`src/rtl/music_box_recorder_if.sv`:
```
// SDRAM write-command channel between the recorder (master) and the SDRAM controller (slave).
interface music_box_recorder_if #(
    parameter int unsigned ADDR_W = 25,
    parameter int unsigned WORD_W = 16
);
    logic [ADDR_W-1:0] sdram_inputAddress;
    logic [WORD_W-1:0] sdram_writeData;
    logic              sdram_isWriting;
    logic              sdram_inputValid;
    logic              sdram_recievedCommand;
    logic              sdram_isBusy;

    modport master (
        output sdram_inputAddress, sdram_writeData, sdram_isWriting, sdram_inputValid,
        input  sdram_recievedCommand, sdram_isBusy
    );

    modport slave (
        input  sdram_inputAddress, sdram_writeData, sdram_isWriting, sdram_inputValid,
        output sdram_recievedCommand, sdram_isBusy
    );
endinterface

```
`src/rtl/music_box_recorder.sv`:
```
// Recording engine: captures SPI samples on sample_tick, packs them into SDRAM words
// and writes them through a one-word pending buffer, counting dropped words as overruns.
module music_box_recorder #(
    parameter int unsigned SAMPLE_W    = 8,
    parameter int unsigned WORD_W      = 16,
    parameter int unsigned ADDR_W      = 25,
    parameter int unsigned BASE_ADDR   = 0,
    parameter int unsigned MAX_SAMPLES = 441000,
    parameter int unsigned STATE_ID    = 4,
    parameter int unsigned PACK_EN     = 1
) (
    input  logic                clock_50Mhz,
    input  logic                reset,
    input  logic [4:0]          mainState,
    input  logic                sample_tick,
    input  logic                stop_request,
    input  logic [SAMPLE_W-1:0] SPIinput_sample,
    music_box_recorder_if.master sdram,
    output logic                stateComplete,
    output logic [ADDR_W-1:0]   recorded_words,
    output logic [7:0]          overrun_count,
    output logic [31:0]         debugString
);
    localparam int unsigned LANES  = (PACK_EN != 0) ? WORD_W / SAMPLE_W : 1;
    localparam int unsigned LANE_W = (LANES > 1) ? $clog2(LANES) : 1;
    localparam int unsigned CNT_W  = $clog2(MAX_SAMPLES + 1);

    typedef enum logic [2:0] {
        IDLE    = 3'd0,
        CAPTURE = 3'd1,
        FLUSH   = 3'd2,
        DONE    = 3'd3
    } state_e;

    state_e            state_q, state_d;
    logic [CNT_W-1:0]  cnt_q, cnt_d;
    logic [LANE_W-1:0] lane_q, lane_d;
    logic [WORD_W-1:0] pack_q, pack_d, data_q, data_d, word;
    logic              pending_q, pending_d, valid_q, valid_d;
    logic [ADDR_W-1:0] addr_q, addr_d, rec_q, rec_d;
    logic [7:0]        ovr_q, ovr_d;
    logic              active, tick_cap, lane_last, partial, word_rdy, accept;
    logic              entering, aborting, to_flush;

    assign active = (mainState == 5'(STATE_ID));

    always_ff @(posedge clock_50Mhz or posedge reset) begin
        if (reset) state_q <= IDLE;
        else       state_q <= state_d;
    end

    always_comb begin
        state_d = state_q;
        case (state_q)
            IDLE:    if (active) state_d = CAPTURE;
            CAPTURE: begin
                if (!active)
                    state_d = IDLE;
                else if (stop_request || (sample_tick && cnt_q == CNT_W'(MAX_SAMPLES - 1)))
                    state_d = FLUSH;
            end
            FLUSH: begin
                if (!active)         state_d = IDLE;
                else if (!pending_q) state_d = DONE;
            end
            DONE:    if (!active) state_d = IDLE;
            default: state_d = IDLE;
        endcase
    end

    always_comb begin
        stateComplete             = (state_q == DONE);
        sdram.sdram_inputAddress  = addr_q;
        sdram.sdram_writeData     = data_q;
        sdram.sdram_isWriting     = valid_q;
        sdram.sdram_inputValid    = valid_q;
        recorded_words            = rec_q;
        overrun_count             = ovr_q;
        debugString               = {ovr_q, 5'b0, state_q, 16'(rec_q)};
    end

    always_comb begin
        entering  = (state_q == IDLE) && (state_d == CAPTURE);
        aborting  = (state_q inside {CAPTURE, FLUSH}) && (state_d == IDLE);
        to_flush  = (state_q == CAPTURE) && (state_d == FLUSH);
        tick_cap  = (state_q == CAPTURE) && active && sample_tick;
        lane_last = (lane_q == LANE_W'(LANES - 1));
        accept    = valid_q && sdram.sdram_recievedCommand;

        word = pack_q;
        if (tick_cap) begin
            if (PACK_EN != 0) word[lane_q*SAMPLE_W +: SAMPLE_W] = SPIinput_sample;
            else              word = WORD_W'(SPIinput_sample);
        end
        // A stop leaves at most one partly filled word; it is queued on the same edge
        // as the FLUSH transition, and the cleared pack register supplies the zero padding.
        partial  = to_flush && (tick_cap ? !lane_last : (lane_q != '0));
        word_rdy = (tick_cap && lane_last) || partial;

        cnt_d     = cnt_q;
        lane_d    = lane_q;
        pack_d    = pack_q;
        data_d    = data_q;
        pending_d = pending_q;
        valid_d   = valid_q;
        addr_d    = addr_q;
        rec_d     = rec_q;
        ovr_d     = ovr_q;

        if (tick_cap) begin
            cnt_d = cnt_q + 1'b1;
            if (lane_last) begin
                lane_d = '0;
                pack_d = '0;
            end else begin
                lane_d = lane_q + 1'b1;
                pack_d = word;
            end
        end
        if (to_flush) begin
            lane_d = '0;
            pack_d = '0;
        end

        if (accept) begin
            valid_d   = 1'b0;
            pending_d = 1'b0;
            addr_d    = addr_q + 1'b1;
            rec_d     = rec_q + 1'b1;
        end else if (pending_q && !valid_q && !sdram.sdram_isBusy) begin
            valid_d = 1'b1;
        end

        if (word_rdy) begin
            if (!pending_q || accept) begin
                pending_d = 1'b1;
                data_d    = word;
            end else if (ovr_q != '1) begin
                ovr_d = ovr_q + 1'b1;
            end
        end

        if (aborting) begin
            valid_d   = 1'b0;
            pending_d = 1'b0;
        end

        if (entering) begin
            cnt_d     = '0;
            lane_d    = '0;
            pack_d    = '0;
            data_d    = '0;
            pending_d = 1'b0;
            valid_d   = 1'b0;
            addr_d    = ADDR_W'(BASE_ADDR);
            rec_d     = '0;
            ovr_d     = '0;
        end
    end

    always_ff @(posedge clock_50Mhz or posedge reset) begin
        if (reset) begin
            cnt_q     <= '0;
            lane_q    <= '0;
            pack_q    <= '0;
            data_q    <= '0;
            pending_q <= 1'b0;
            valid_q   <= 1'b0;
            addr_q    <= '0;
            rec_q     <= '0;
            ovr_q     <= '0;
        end else begin
            cnt_q     <= cnt_d;
            lane_q    <= lane_d;
            pack_q    <= pack_d;
            data_q    <= data_d;
            pending_q <= pending_d;
            valid_q   <= valid_d;
            addr_q    <= addr_d;
            rec_q     <= rec_d;
            ovr_q     <= ovr_d;
        end
    end
endmodule

```
`src/flat_wrapper.sv`:
```
// flat-port wrapper written by rule: the top's interface ports become plain ports
module music_box_recorder_flat 
#(
    parameter int unsigned SAMPLE_W    = 8,
    parameter int unsigned WORD_W      = 16,
    parameter int unsigned ADDR_W      = 25,
    parameter int unsigned BASE_ADDR   = 0,
    parameter int unsigned MAX_SAMPLES = 441000,
    parameter int unsigned STATE_ID    = 4,
    parameter int unsigned PACK_EN     = 1
)
  (clock_50Mhz, reset, mainState, sample_tick, stop_request, SPIinput_sample, stateComplete, recorded_words, overrun_count, debugString, sdram_sdram_inputAddress, sdram_sdram_writeData, sdram_sdram_isWriting, sdram_sdram_inputValid, sdram_sdram_recievedCommand, sdram_sdram_isBusy);
  music_box_recorder_if #(.ADDR_W(ADDR_W), .WORD_W(WORD_W)) sdram_i ();
  input  logic clock_50Mhz;
  input  logic reset;
  input  logic [4:0] mainState;
  input  logic sample_tick;
  input  logic stop_request;
  input  logic [SAMPLE_W-1:0] SPIinput_sample;
  output logic stateComplete;
  output logic [ADDR_W-1:0] recorded_words;
  output logic [7:0] overrun_count;
  output logic [31:0] debugString;
  output wire logic [$bits(sdram_i.sdram_inputAddress)-1:0] sdram_sdram_inputAddress;
  output wire logic [$bits(sdram_i.sdram_writeData)-1:0] sdram_sdram_writeData;
  output wire logic [$bits(sdram_i.sdram_isWriting)-1:0] sdram_sdram_isWriting;
  output wire logic [$bits(sdram_i.sdram_inputValid)-1:0] sdram_sdram_inputValid;
  input wire logic [$bits(sdram_i.sdram_recievedCommand)-1:0] sdram_sdram_recievedCommand;
  input wire logic [$bits(sdram_i.sdram_isBusy)-1:0] sdram_sdram_isBusy;
  assign sdram_sdram_inputAddress = sdram_i.sdram_inputAddress;
  assign sdram_sdram_writeData = sdram_i.sdram_writeData;
  assign sdram_sdram_isWriting = sdram_i.sdram_isWriting;
  assign sdram_sdram_inputValid = sdram_i.sdram_inputValid;
  assign sdram_i.sdram_recievedCommand = sdram_sdram_recievedCommand;
  assign sdram_i.sdram_isBusy = sdram_sdram_isBusy;
  music_box_recorder #(.SAMPLE_W(SAMPLE_W), .WORD_W(WORD_W), .ADDR_W(ADDR_W), .BASE_ADDR(BASE_ADDR), .MAX_SAMPLES(MAX_SAMPLES), .STATE_ID(STATE_ID), .PACK_EN(PACK_EN)) u_core (.clock_50Mhz(clock_50Mhz), .reset(reset), .mainState(mainState), .sample_tick(sample_tick), .stop_request(stop_request), .SPIinput_sample(SPIinput_sample), .sdram(sdram_i), .stateComplete(stateComplete), .recorded_words(recorded_words), .overrun_count(overrun_count), .debugString(debugString));
endmodule
```
`config.mk`:
```
export PLATFORM = sky130hd
export DESIGN_NAME = music_box_recorder_flat
export DESIGN_NICKNAME = d
export VERILOG_FILES = /design/src/rtl/music_box_recorder_if.sv /design/src/rtl/music_box_recorder.sv /design/src/flat_wrapper.sv
export SDC_FILE = /design/constraint.sdc
export NUM_CORES = 1
export LEC_CHECK = 0
export BUFFER_PORTS_ARGS = -buffer_cell sky130_fd_sc_hd__buf_2
export CAP_MARGIN = 20
export CELL_PAD_IN_SITES_DETAIL_PLACEMENT = 0
export CELL_PAD_IN_SITES_GLOBAL_PLACEMENT = 1
export CORE_MARGIN = 2
export CORE_UTILIZATION = 42
export DETAILED_ROUTE_END_ITERATION = 7
export PLACE_DENSITY = 0.92
export SKIP_LAST_GASP = 1
export SLEW_MARGIN = 30
export SYNTH_ARGS = -nofsm -noshare
export SYNTH_HDL_FRONTEND = slang
export SYNTH_SLANG_ARGS = --single-unit
```
`constraint.sdc`:
```
create_clock -name clock_50Mhz -period 3.9 [get_ports clock_50Mhz]
set_input_delay 0.39 -clock clock_50Mhz [delete_from_list [all_inputs] [get_ports clock_50Mhz]]
set_output_delay 0.39 -clock clock_50Mhz [all_outputs]
set_load 0.005 [all_outputs]
```
==> results of run 1 <==
[cell usage in the layout, fill, tap and decap left out, drive strengths merged, types with 2 or more instances in the layout]
master / n
buf: 128
dfrtp: 115
nor2: 66
nand2: 45
a21oi: 40
xnor2: 35
nand3: 30
nand4: 20
xor2: 20
o21ai: 19
clkbuf: 18
mux2i: 17
nor3: 14
or3: 13
a211oi: 13
inv: 13
and3: 12
nor4: 10
a21boi: 8
and2: 7
nand2b: 7
conb: 6
bufinv: 6
and4: 5
ha: 5
clkinv: 5
nor2b: 4
a22o: 4
nor4b: 4
o31ai: 3
or4: 3
a21o: 3
a311oi: 3
clkinvlp: 3
nor3b: 2
o211a: 2
[through the flow]
step           power, W  setup slack (ns)  cells  area (um2)  util [%]
2_1_floorplan  0.001297            0.4659    613        5912         -
3_3_place_gp   0.001326            0.6176    867        6472     46.99
3_5_place_dp   0.001330            0.8237    867        6476     47.02
4_1_cts        0.003087            0.8308    899        7141     51.84
5_1_grt        0.003161            0.4851    899        7143     51.86
6_report       0.003059            0.8028    899        7143     51.86
[cell usage after synthesis (2+ instances only)]
cell,instances
xnor2_1,35
buf_1,3
nor3_1,14
mux2i_1,17
ha_1,5
and2_1,7
xor2_1,20
a22o_1,4
buf_4,31
or3_1,13
nor4b_2,2
o211a_1,2
inv_1,13
or4_1,3
clkbuf_1,16
o21ai_0,18
dfrtp_1,115
a311oi_1,3
and4_1,5
nor4_1,9
nor3b_1,2
a211oi_1,13
nor2_1,66
nor2b_1,4
o31ai_1,3
nor4b_1,2
buf_2,3
a21o_1,3
a21oi_1,40
nand2_1,45
a21boi_0,7
nand3_1,30
nand4_1,20
and3_1,12
nand2b_1,7
[final timing paths]
kind                            slack (ns)                                          end                          from  cells past startpoint
worst max-delay path                  0.80  u_core.sdram.sdram_writeData[8]$_DFFE_PP0P_   u_core.state_q[0]$_DFF_PP0_                      8
worst max register to register        0.80  u_core.sdram.sdram_writeData[8]$_DFFE_PP0P_   u_core.state_q[0]$_DFF_PP0_                      8
worst min register to register        0.49                 u_core.pack_q[7]$_DFFE_PP0P_  u_core.pack_q[7]$_DFFE_PP0P_                      2
worst min-delay path                   0.1        u_core.recorded_words[21]$_DFFE_PP0P_                         reset                      2
max in group asynchronous             2.99  u_core.sdram.sdram_writeData[8]$_DFFE_PP0P_                         reset                      3
min in group clock_50Mhz              0.25                 u_core.pack_q[5]$_DFFE_PP0P_            SPIinput_sample[5]                      2
[layer usage]
layer	share of wire, %	up-vias	global-route usage (%)
li1	-	2302	-
met1	46	2388	26.69
met2	47	160	29.86
met3	5.6	13	4.089
met4	1.1	0	6.394
met5	0	-	0
[state kept, by name, indices dropped and copies added (netlist names)]
| name | count |
|---|---|
| u_core.recorded_words | 25 |
| u_core.cnt_q | 19 |
| u_core.pack_q | 16 |
| u_core.sdram.sdram_inputValid | 1 |
| u_core.sdram.sdram_inputAddress | 25 |
| u_core.overrun_count | 8 |
| u_core.state_q | 3 |
| u_core.lane_last | 1 |
| u_core.pending_q | 1 |
| u_core.sdram.sdram_writeData | 16 |
[area by class of cell]
class	count	area (um2)	area share [%]
inverters	13	53.80	0.7532
clock buffers	18	429.2	6.008
clock inverters	14	235.2	3.293
well taps	180	225.2	3.153
multi-input cells	431	2666	37.33
flip-flops and latches	115	2878	40.29
repair buffers	128	655.6	9.178
[power by group through the flow]
| stage | Combinational (W) | Sequential, W | Clock [W] |
|---|---|---|---|
| after global placement | 0.0000877 | 0.00124 | 0 |
| after global routing | 0.000103 | 0.00122 | 0.00184 |
| after detailed placement | 0.0000911 | 0.00124 | 0 |
| after CTS | 0.0000916 | 0.00122 | 0.00178 |
| after floorplan | 0.0000599 | 0.00124 | 0 |
| final | 0.0000897 | 0.00122 | 0.00175 |
[cells by family (layout without fill, tap and decap cells)]
logic type                 Yosys count  count (layout)
and+or+nand+nor                    247             247
xor gates and xnor gates            55              55
buffers and inverters               67             173
other                                1               6
adders and majority gates            5               5
muxes                               17              17
DFF                                115             115
AOI/OAI and AO/OA                  101             101
==> out/results.ini, run 1 <==
[critical_path]
buffer_and_inverter_count_on_the_worst_path = 1
setup.worst_path.start_class = flop
critPathCaptureType = flop
worst-path-max-fanout = 17
timing.critical_path.max_delay_family = simple AND/OR/NAND/NOR gates
cpPeakStageDelay_ns = 0.59
crit_required_ns = 4.14
worstPathArrival_ns = 3.34
timing.critical_path.slowest_stage_cell = a21oi_2
path_class = flop to flop
cp_cell_sequence = nor4b_2 > nand3_1 > inv_1 > ha_1 > a31oi_1 > a21oi_2 > and2_1 > a311oi_1

[job]
drv.max_cap_violation_count = 0

[timing]
finalMaxSlewViolations = 0
slew_at_the_pin_closest_to_its_max_slew_limit_ns = 0.9372
final.hold.worst_slack_ns = 0.09780
setup_repair_after_global_routing_missed_its_margin = false
timing.final.crit_share_pct = 79.41
final_hold_viol_count = 0
layout_min_cycle_time_ns = 3.097
setup_violations = 0
achievable-frequency_mhz = 322.9
worst_case_clock_skew_ns = 0.007039
relSlewSlack_pct = 37.52
timing.setup.tns_ns = 0

[synth]
yosysWarnings = 0
ys_top_cells_by_area = dfrtp_1, xnor2_1, nor2_1
ys_ff_latch = 115
synthesis.area_per_instance_um2 = 9.693
postSynthCellCount = 608
synth_cell_type_count = 51
synth_compound_gate_area_share_pct = 10.68
yosys.area_share.adder_pct = 1.062
yosysTopAreaCell = dfrtp_1
netlist_area_um2 = 5893
async_reset_ff_share_pct = 100.0
synth_top_family_by_area = simple AND/OR/NAND/NOR gates
synth-simple-area-share_pct = 21.87
ys_dominant_reg_cell = dfrtp_1
synth_top_cell_area_share_pct = 48.83
post_synth_xor_area_fraction_pct = 8.174
synth-edff-count = 0
synth-seq-area-share_pct = 48.83
synth.mux.area_fraction_pct = 2.887

[clock_tree]
ctsHoldBuffers = 0
post_cts_resize_count = 0
buffer_count_from_post_cts_setup_fixing = 0
clock_latency_ns = 0.41
clk_pin_slew_worst_paths_ns = 0.06
cts_sinks = 115
tritoncts = yes
cts_max_level = 4
cts_buffers = 17
cts_root_buf = clkbuf_16
clock_path_buffers = 2

[finish]
nets = 730
layout_filler_cell_count = 1301
fraction_of_final_layout_cells_sized_beyond_drive_strength_1_pct = 23.50
ant_diodes = 0
area.growth.synth_to_final_pct = 21.21

[pwr]
switching_share_pct = 20.53
powerDensity_nw_per_um2 = 428.2
fraction_of_power_consumed_by_sequential_logic_pct = 39.8
power.leakage_nw = 3.568
p_comb_share_pct = 2.9
p_switching_w = 0.0006279
internal-power_w = 0.002431
p_clk_share_pct = 57.2
irDropWorstVdd_uv = 274.8

[floorplan]
die_w_um = 122.5
io-pin-count = 128
dieHeight_um = 122.5
coreArea_um2 = 13770
row_count = 43
initial_utilization_pct = 42.79
die_area_um2 = 15000

[detailed_routing]
totalWireLength_um = 13920
wire_length_per_cell_after_detailed_routing_um = 15.49
drc = 0
antenna_violating_nets_post_route = 0
via_per_inst = 5.409
detailedRoute.firstPassIterationCount = 6
vias_after_detailed_routing = 4863
starting_drc_count_in_detailed_routing = 311

[grt]
wire_length_of_the_first_global_routing_pass_um = 22580
vias_in_the_first_global_route = 4501
groute.usage.overall_pct = 19.19
grt_ovf = 0
initial_antenna_violation_count = 0
largest_net_degree_at_the_start_of_global_routing = 90

[placed_design]
final_weighted_congestion_in_routability_driven_placement = 0.8231
io_buffer_count = 122
hpwl_um = 9742

[min_path]
worstHoldPathType = input port to async pin

[run_status]
run_status = complete, no violations

No activity file was read; power rests on OpenSTA's default activity.
==> inputs of run 2 (changes only) <==
ABC_AREA = 1   (was default)
CORE_UTILIZATION = 37   (was 42)
PLACE_DENSITY = 0.88   (was 0.92)
clock period = 2.8 ns   (was 3.9 ns; I/O delays follow)
==> out/results.ini, run 2 <==
[timing]
achievable-frequency_mhz = 434.4
slew_at_the_pin_closest_to_its_max_slew_limit_ns = 0.8041
final.hold.worst_slack_ns = 0.01148
layout_min_cycle_time_ns = 2.302
finalMaxSlewViolations = 0
setup_repair_after_global_routing_missed_its_margin = false
worst_case_clock_skew_ns = 0.008855
final_hold_viol_count = 0
timing.final.crit_share_pct = 82.21
setup_violations = 0
relSlewSlack_pct = 46.28
timing.setup.tns_ns = 0

[min_path]
worstHoldPathType = input port to async pin

[clock_tree]
clock_latency_ns = 0.42
ctsHoldBuffers = 0
buffer_count_from_post_cts_setup_fixing = 0
cts_root_buf = clkbuf_16
clk_pin_slew_worst_paths_ns = 0.06
cts_sinks = 115
post_cts_resize_count = 0
cts_buffers = 17
cts_max_level = 4
clock_path_buffers = 2
tritoncts = yes

[run_status]
run_status = complete, no violations

[critical_path]
setup.worst_path.start_class = flop
setup.worst_path.start = u_core.state_q[0]$_DFF_PP0_
worst-path-max-fanout = 24
path_class = flop to flop
worstPathArrival_ns = 2.64
crit_required_ns = 3.13
ff2ff_path_depth = 10
critical_path.reg2reg.startpoint = u_core.state_q[0]$_DFF_PP0_
r2r_setup_slack_ns = 0.50
worstSetupEndpoint = u_core.sdram.sdram_writeData[8]$_DFFE_PP0P_
critPathCaptureType = flop
worst_r2r_end = u_core.sdram.sdram_writeData[8]$_DFFE_PP0P_

[pwr]
power.leakage_nw = 3.999
powerDensity_nw_per_um2 = 612.0
fin_total_pwr_w = 0.004770
irDropWorstVdd_uv = 420.5

[finish]
nets = 972
layout_filler_cell_count = 1782
design_area_um2 = 7794
area.growth.synth_to_final_pct = 20.32
instances_no_fill = 1186
most-common-layout-cells = nand2_1, buf_2, dfrtp_1, nor2_1, inv_1
fraction_of_final_layout_cells_sized_beyond_drive_strength_1_pct = 21.23
final_common_cell = nand2_1
ant_diodes = 0

[synth]
synth_top_cells_by_count = nand2_1, dfrtp_1, nor2_1
async_reset_ff_share_pct = 100.0
yosysTopAreaCell = dfrtp_1
synth_top_cell_area_share_pct = 44.43
synth-seq-area-share_pct = 44.43
ys_ff_latch = 115
postSynthCellCount = 839
synth-edff-count = 0
netlist_area_um2 = 6477
synthesis.area_per_instance_um2 = 7.720
yosysWarnings = 0
synth_cell_type_count = 39
ys_top_cells_by_area = dfrtp_1, nand2_1, nor2_1
post-synth-top-count-cell = nand2_1
ys_dominant_reg_cell = dfrtp_1

[grt]
initial_antenna_violation_count = 0
grt_ovf = 0
largest_net_degree_at_the_start_of_global_routing = 38
groute.usage.overall_pct = 17.94
vias_in_the_first_global_route = 5245
wire_length_of_the_first_global_routing_pass_um = 26360

[detailed_routing]
wire_length_per_cell_after_detailed_routing_um = 13.60
antenna_violating_nets_post_route = 0
detailedRoute.firstPassIterationCount = 5
drc = 0
vias_after_detailed_routing = 5785
starting_drc_count_in_detailed_routing = 394
via_per_inst = 4.878
totalWireLength_um = 16130

[job]
drv.max_cap_violation_count = 0

[placed_design]
hpwl_um = 11780
final_weighted_congestion_in_routability_driven_placement = 0.8696
area_of_placed_instances_um2 = 7181
io_buffer_count = 122
placed_cells_incl_taps = 1154

[floorplan]
initial_utilization_pct = 37.71
dieHeight_um = 136.3
die_w_um = 136.3
row_count = 48
die_area_um2 = 18580
coreArea_um2 = 17180
io-pin-count = 128

## run 2: worst min path at each step
| stage | start | end | slack [ns] | cells past startpoint |
|---|---|---|---|---|
| after floorplan | SPIinput_sample[6] | u_core.pack_q[6]$_DFFE_PP0P_ | 0.44 | 2 |
| after global placement | reset | u_core.recorded_words[19]$_DFFE_PP0P_ | 0.46 | 2 |
| after detailed placement | reset | u_core.recorded_words[21]$_DFFE_PP0P_ | 0.47 | 2 |
| after CTS | reset | u_core.pending_q$_DFF_PP0_ | 0.02 | 2 |
| after global routing | reset | u_core.cnt_q[6]$_DFFE_PP0P_ | 0.06 | 2 |
| final | reset | u_core.sdram.sdram_inputValid$_DFFE_PP0P_ | 0.01 | 2 |
## run 2: logic make-up after synthesis
| kind of cell | after synthesis | synth area share, % |
|---|---|---|
| other cells | 1 | 0.05789 |
| compound gates | 91 | 8.422 |
| fa+ha+maj | 5 | 0.9658 |
| flops | 115 | 44.43 |
| buf+inv | 134 | 9.967 |
| simple gates | 457 | 31.29 |
| xor+xnor | 36 | 4.868 |
## run 2: metal layers
metal,vias up,wire length (um),GRT usage (%)
met5,-,0,0
met2,142,7408,26.66
li1,2910,-,-
met3,22,711,3.915
met1,2711,7728,25.67
met4,0,284,6.366
## run 2: power breakdown
group	leakage, nW	total (W)	internal [W]	switching, W
combinational	2.14	0.000576	0.000249	0.000327
clock	0.288	0.00223	0.00144	0.000788
sequential	1.57	0.00196	0.00180	0.000164
total	4.00	0.00477	0.00349	0.00128
## run 2: stage by stage
step | setup slack [ns] | util [%]
CTS | 0.4945 | 45.37
global route | 0.2672 | 45.37
finish | 0.4981 | 45.37
detailed placement | 0.4476 | 41.81
global placement | 0.5320 | 41.81
floorplan | 0.8913 | -
## run 2: critical path: stages, from the launching register on
cell and delay, ns:
dfrtp_1 0.48, nand3_2 0.14, nor2_4 0.17, nand2_4 0.06, inv_2 0.12, ha_1 0.25, nand3_1 0.12, nand3_2 0.18
nand2_2 0.45, nand2_1 0.14, o21ai_2 0.08
## run 2: layout make-up
cell class | instances | area [um2] | share of cell area, %
clock inverter | 12 | 156.4 | 2.007
timing repair buffer | 134 | 725.7 | 9.311
tap | 225 | 281.5 | 3.612
clock buffer | 20 | 456.7 | 5.860
multi-input combinational | 595 | 2973 | 38.14
inverter | 85 | 322.8 | 4.142
sequential | 115 | 2878 | 36.92
==> inputs of run 3 (changes only) <==
clock period = 1.95 ns   (was 2.8 ns; I/O delays follow)
==> out/results.ini, run 3 (synthesis gave the netlist of run 2 again) <==
[detailed_routing]
totalWireLength_um = 16900
detailedRoute.firstPassIterationCount = 5
wire_length_per_cell_after_detailed_routing_um = 13.96
vias_after_detailed_routing = 5977
drc = 0
starting_drc_count_in_detailed_routing = 470
via_per_inst = 4.936
antenna_violating_nets_post_route = 0

[floorplan]
io-pin-count = 128
initial_utilization_pct = 37.71
coreArea_um2 = 17180
row_count = 48
dieHeight_um = 136.3
die_w_um = 136.3
die_area_um2 = 18580

[timing]
worst_case_clock_skew_ns = 0.009527
finalMaxSlewViolations = 0
final_hold_viol_count = 0
final.hold.worst_slack_ns = 0.09731
timing.final.crit_share_pct = 93.44
layout_min_cycle_time_ns = 1.822
setup_violations = 0
achievable-frequency_mhz = 548.8

[pwr]
powerDensity_nw_per_um2 = 857.9
irDropWorstVdd_uv = 665.0
power.leakage_nw = 4.159
fin_total_pwr_w = 0.006964

[grt]
largest_net_degree_at_the_start_of_global_routing = 52
vias_in_the_first_global_route = 5478
wire_length_of_the_first_global_routing_pass_um = 27090
grt_ovf = 0
groute.usage.overall_pct = 18.51
initial_antenna_violation_count = 0

[finish]
instances_no_fill = 1211
nets = 997
fraction_of_final_layout_cells_sized_beyond_drive_strength_1_pct = 24.54
final_common_cell = nand2_1
area.growth.synth_to_final_pct = 25.30
postLayoutCoreUtil_pct = 47.25
ant_diodes = 0
most-common-layout-cells = nand2_1, buf_2, dfrtp_1, nor2_1, inv_1
layout_filler_cell_count = 1717

[clock_tree]
clk_pin_slew_worst_paths_ns = 0.06
cts_buffers = 17
tritoncts = yes
cts_sinks = 115
clock_path_buffers = 2
cts_max_level = 4
clock_latency_ns = 0.42
cts_root_buf = clkbuf_16

[run_status]
run_status = complete, no violations

[placed_design]
io_buffer_count = 122
final_weighted_congestion_in_routability_driven_placement = 0.8689
placed_cells_incl_taps = 1169
hpwl_um = 12060

[job]
drv.max_cap_violation_count = 0

[critical_path]
crit_required_ns = 2.30
critPathCaptureType = flop
worstPathArrival_ns = 2.17
path_class = flop to flop
worst-path-max-fanout = 12
setup.worst_path.start_class = flop

[min_path]
worstHoldPathType = input port to flop

## run 3: changes by cell type in the layout (fill, tap and decap cells not counted), sizes merged
cell / previous run / this run
clkbuf: 20 / 21
clkinvlp: 5 / 3
clkinv: 7 / 9
nor2: 115 / 116
buf: 134 / 156
dlygate4sd3: 0 / 1
## run 3: final cells by class
type | count | area (um2) | area share [%]
clock inverters | 12 | 155.1 | 1.912
repair buffers | 158 | 963.4 | 11.87
well taps | 225 | 281.5 | 3.468
flip-flops and latches | 115 | 2879 | 35.47
clock buffers | 20 | 466.7 | 5.750
multi-input cells | 596 | 3048 | 37.55
inverters | 85 | 322.8 | 3.977
## run 3: per-stage QoR
step	worst slack (ns)	TNS, ns	cell area, um2
2_1_floorplan	0.04127	0	6500
3_3_place_gp	0.04521	0	7331
3_5_place_dp	-0.07543	-0.7896	7331
4_1_cts	0.002772	0	7980
5_1_grt	-0.008491	-0.01394	8117
6_report	0.1279	0	8117
## run 3: repair_timing
| item | in CTS | in global routing |
|---|---|---|
| setup endpoints to repair | 17 | 44 |
| buffers inserted | 0 | 7 |
| gates resized for setup | 3 | 15 |
| hold buffers | 1 | 0 |
| pin swaps | 1 | 2 |
| hold endpoints to repair | 16 | 0 |
| gates cloned | 0 | 2 |
## run 3: where the power goes
part           leakage (nW)  switching [W]  internal, W
clock network         0.302        0.00113      0.00211
registers              1.57       0.000231      0.00258
logic                  2.29       0.000497     0.000416
total                  4.16        0.00186      0.00511
## run 3: path summary, 6_finish.rpt
path	start	to	slack [ns]	cells past startpoint
min in group asynchronous	reset	u_core.recorded_words[19]$_DFFE_PP0P_	0.34	3
setup / recovery	u_core.state_q[2]$_DFF_PP0_	u_core.sdram.sdram_writeData[4]$_DFFE_PP0P_	0.13	12
max in group asynchronous	reset	u_core.cnt_q[0]$_DFFE_PP0P_	1.00	4
hold reg to reg	u_core.pack_q[6]$_DFFE_PP0P_	u_core.pack_q[6]$_DFFE_PP0P_	0.48	2
hold / removal	SPIinput_sample[6]	u_core.pack_q[6]$_DFFE_PP0P_	0.1	3
setup reg to reg	u_core.state_q[2]$_DFF_PP0_	u_core.sdram.sdram_writeData[4]$_DFFE_PP0P_	0.13	12
## run 3: worst max-delay path: stages (launching register included)
cell and delay, ns:
dfrtp_1 0.39, inv_2 0.08, nand3_2 0.10, nor2_4 0.15, nand2_4 0.10, inv_2 0.08, ha_1 0.23, nand3_2 0.11
nand3_4 0.11, nand2_4 0.11, clkbuf_16 0.17, nand2_1 0.05, o21ai_1 0.07
## run 3: per-layer routing
layer / wire, um / track usage (%) / part of all wire (%)
met1: 7865 / 25.49 / 47
met2: 8054 / 28.45 / 48
met3: 794 / 4.773 / 4.7
met4: 186 / 5.961 / 1.1
met5: 0 / 0 / 0
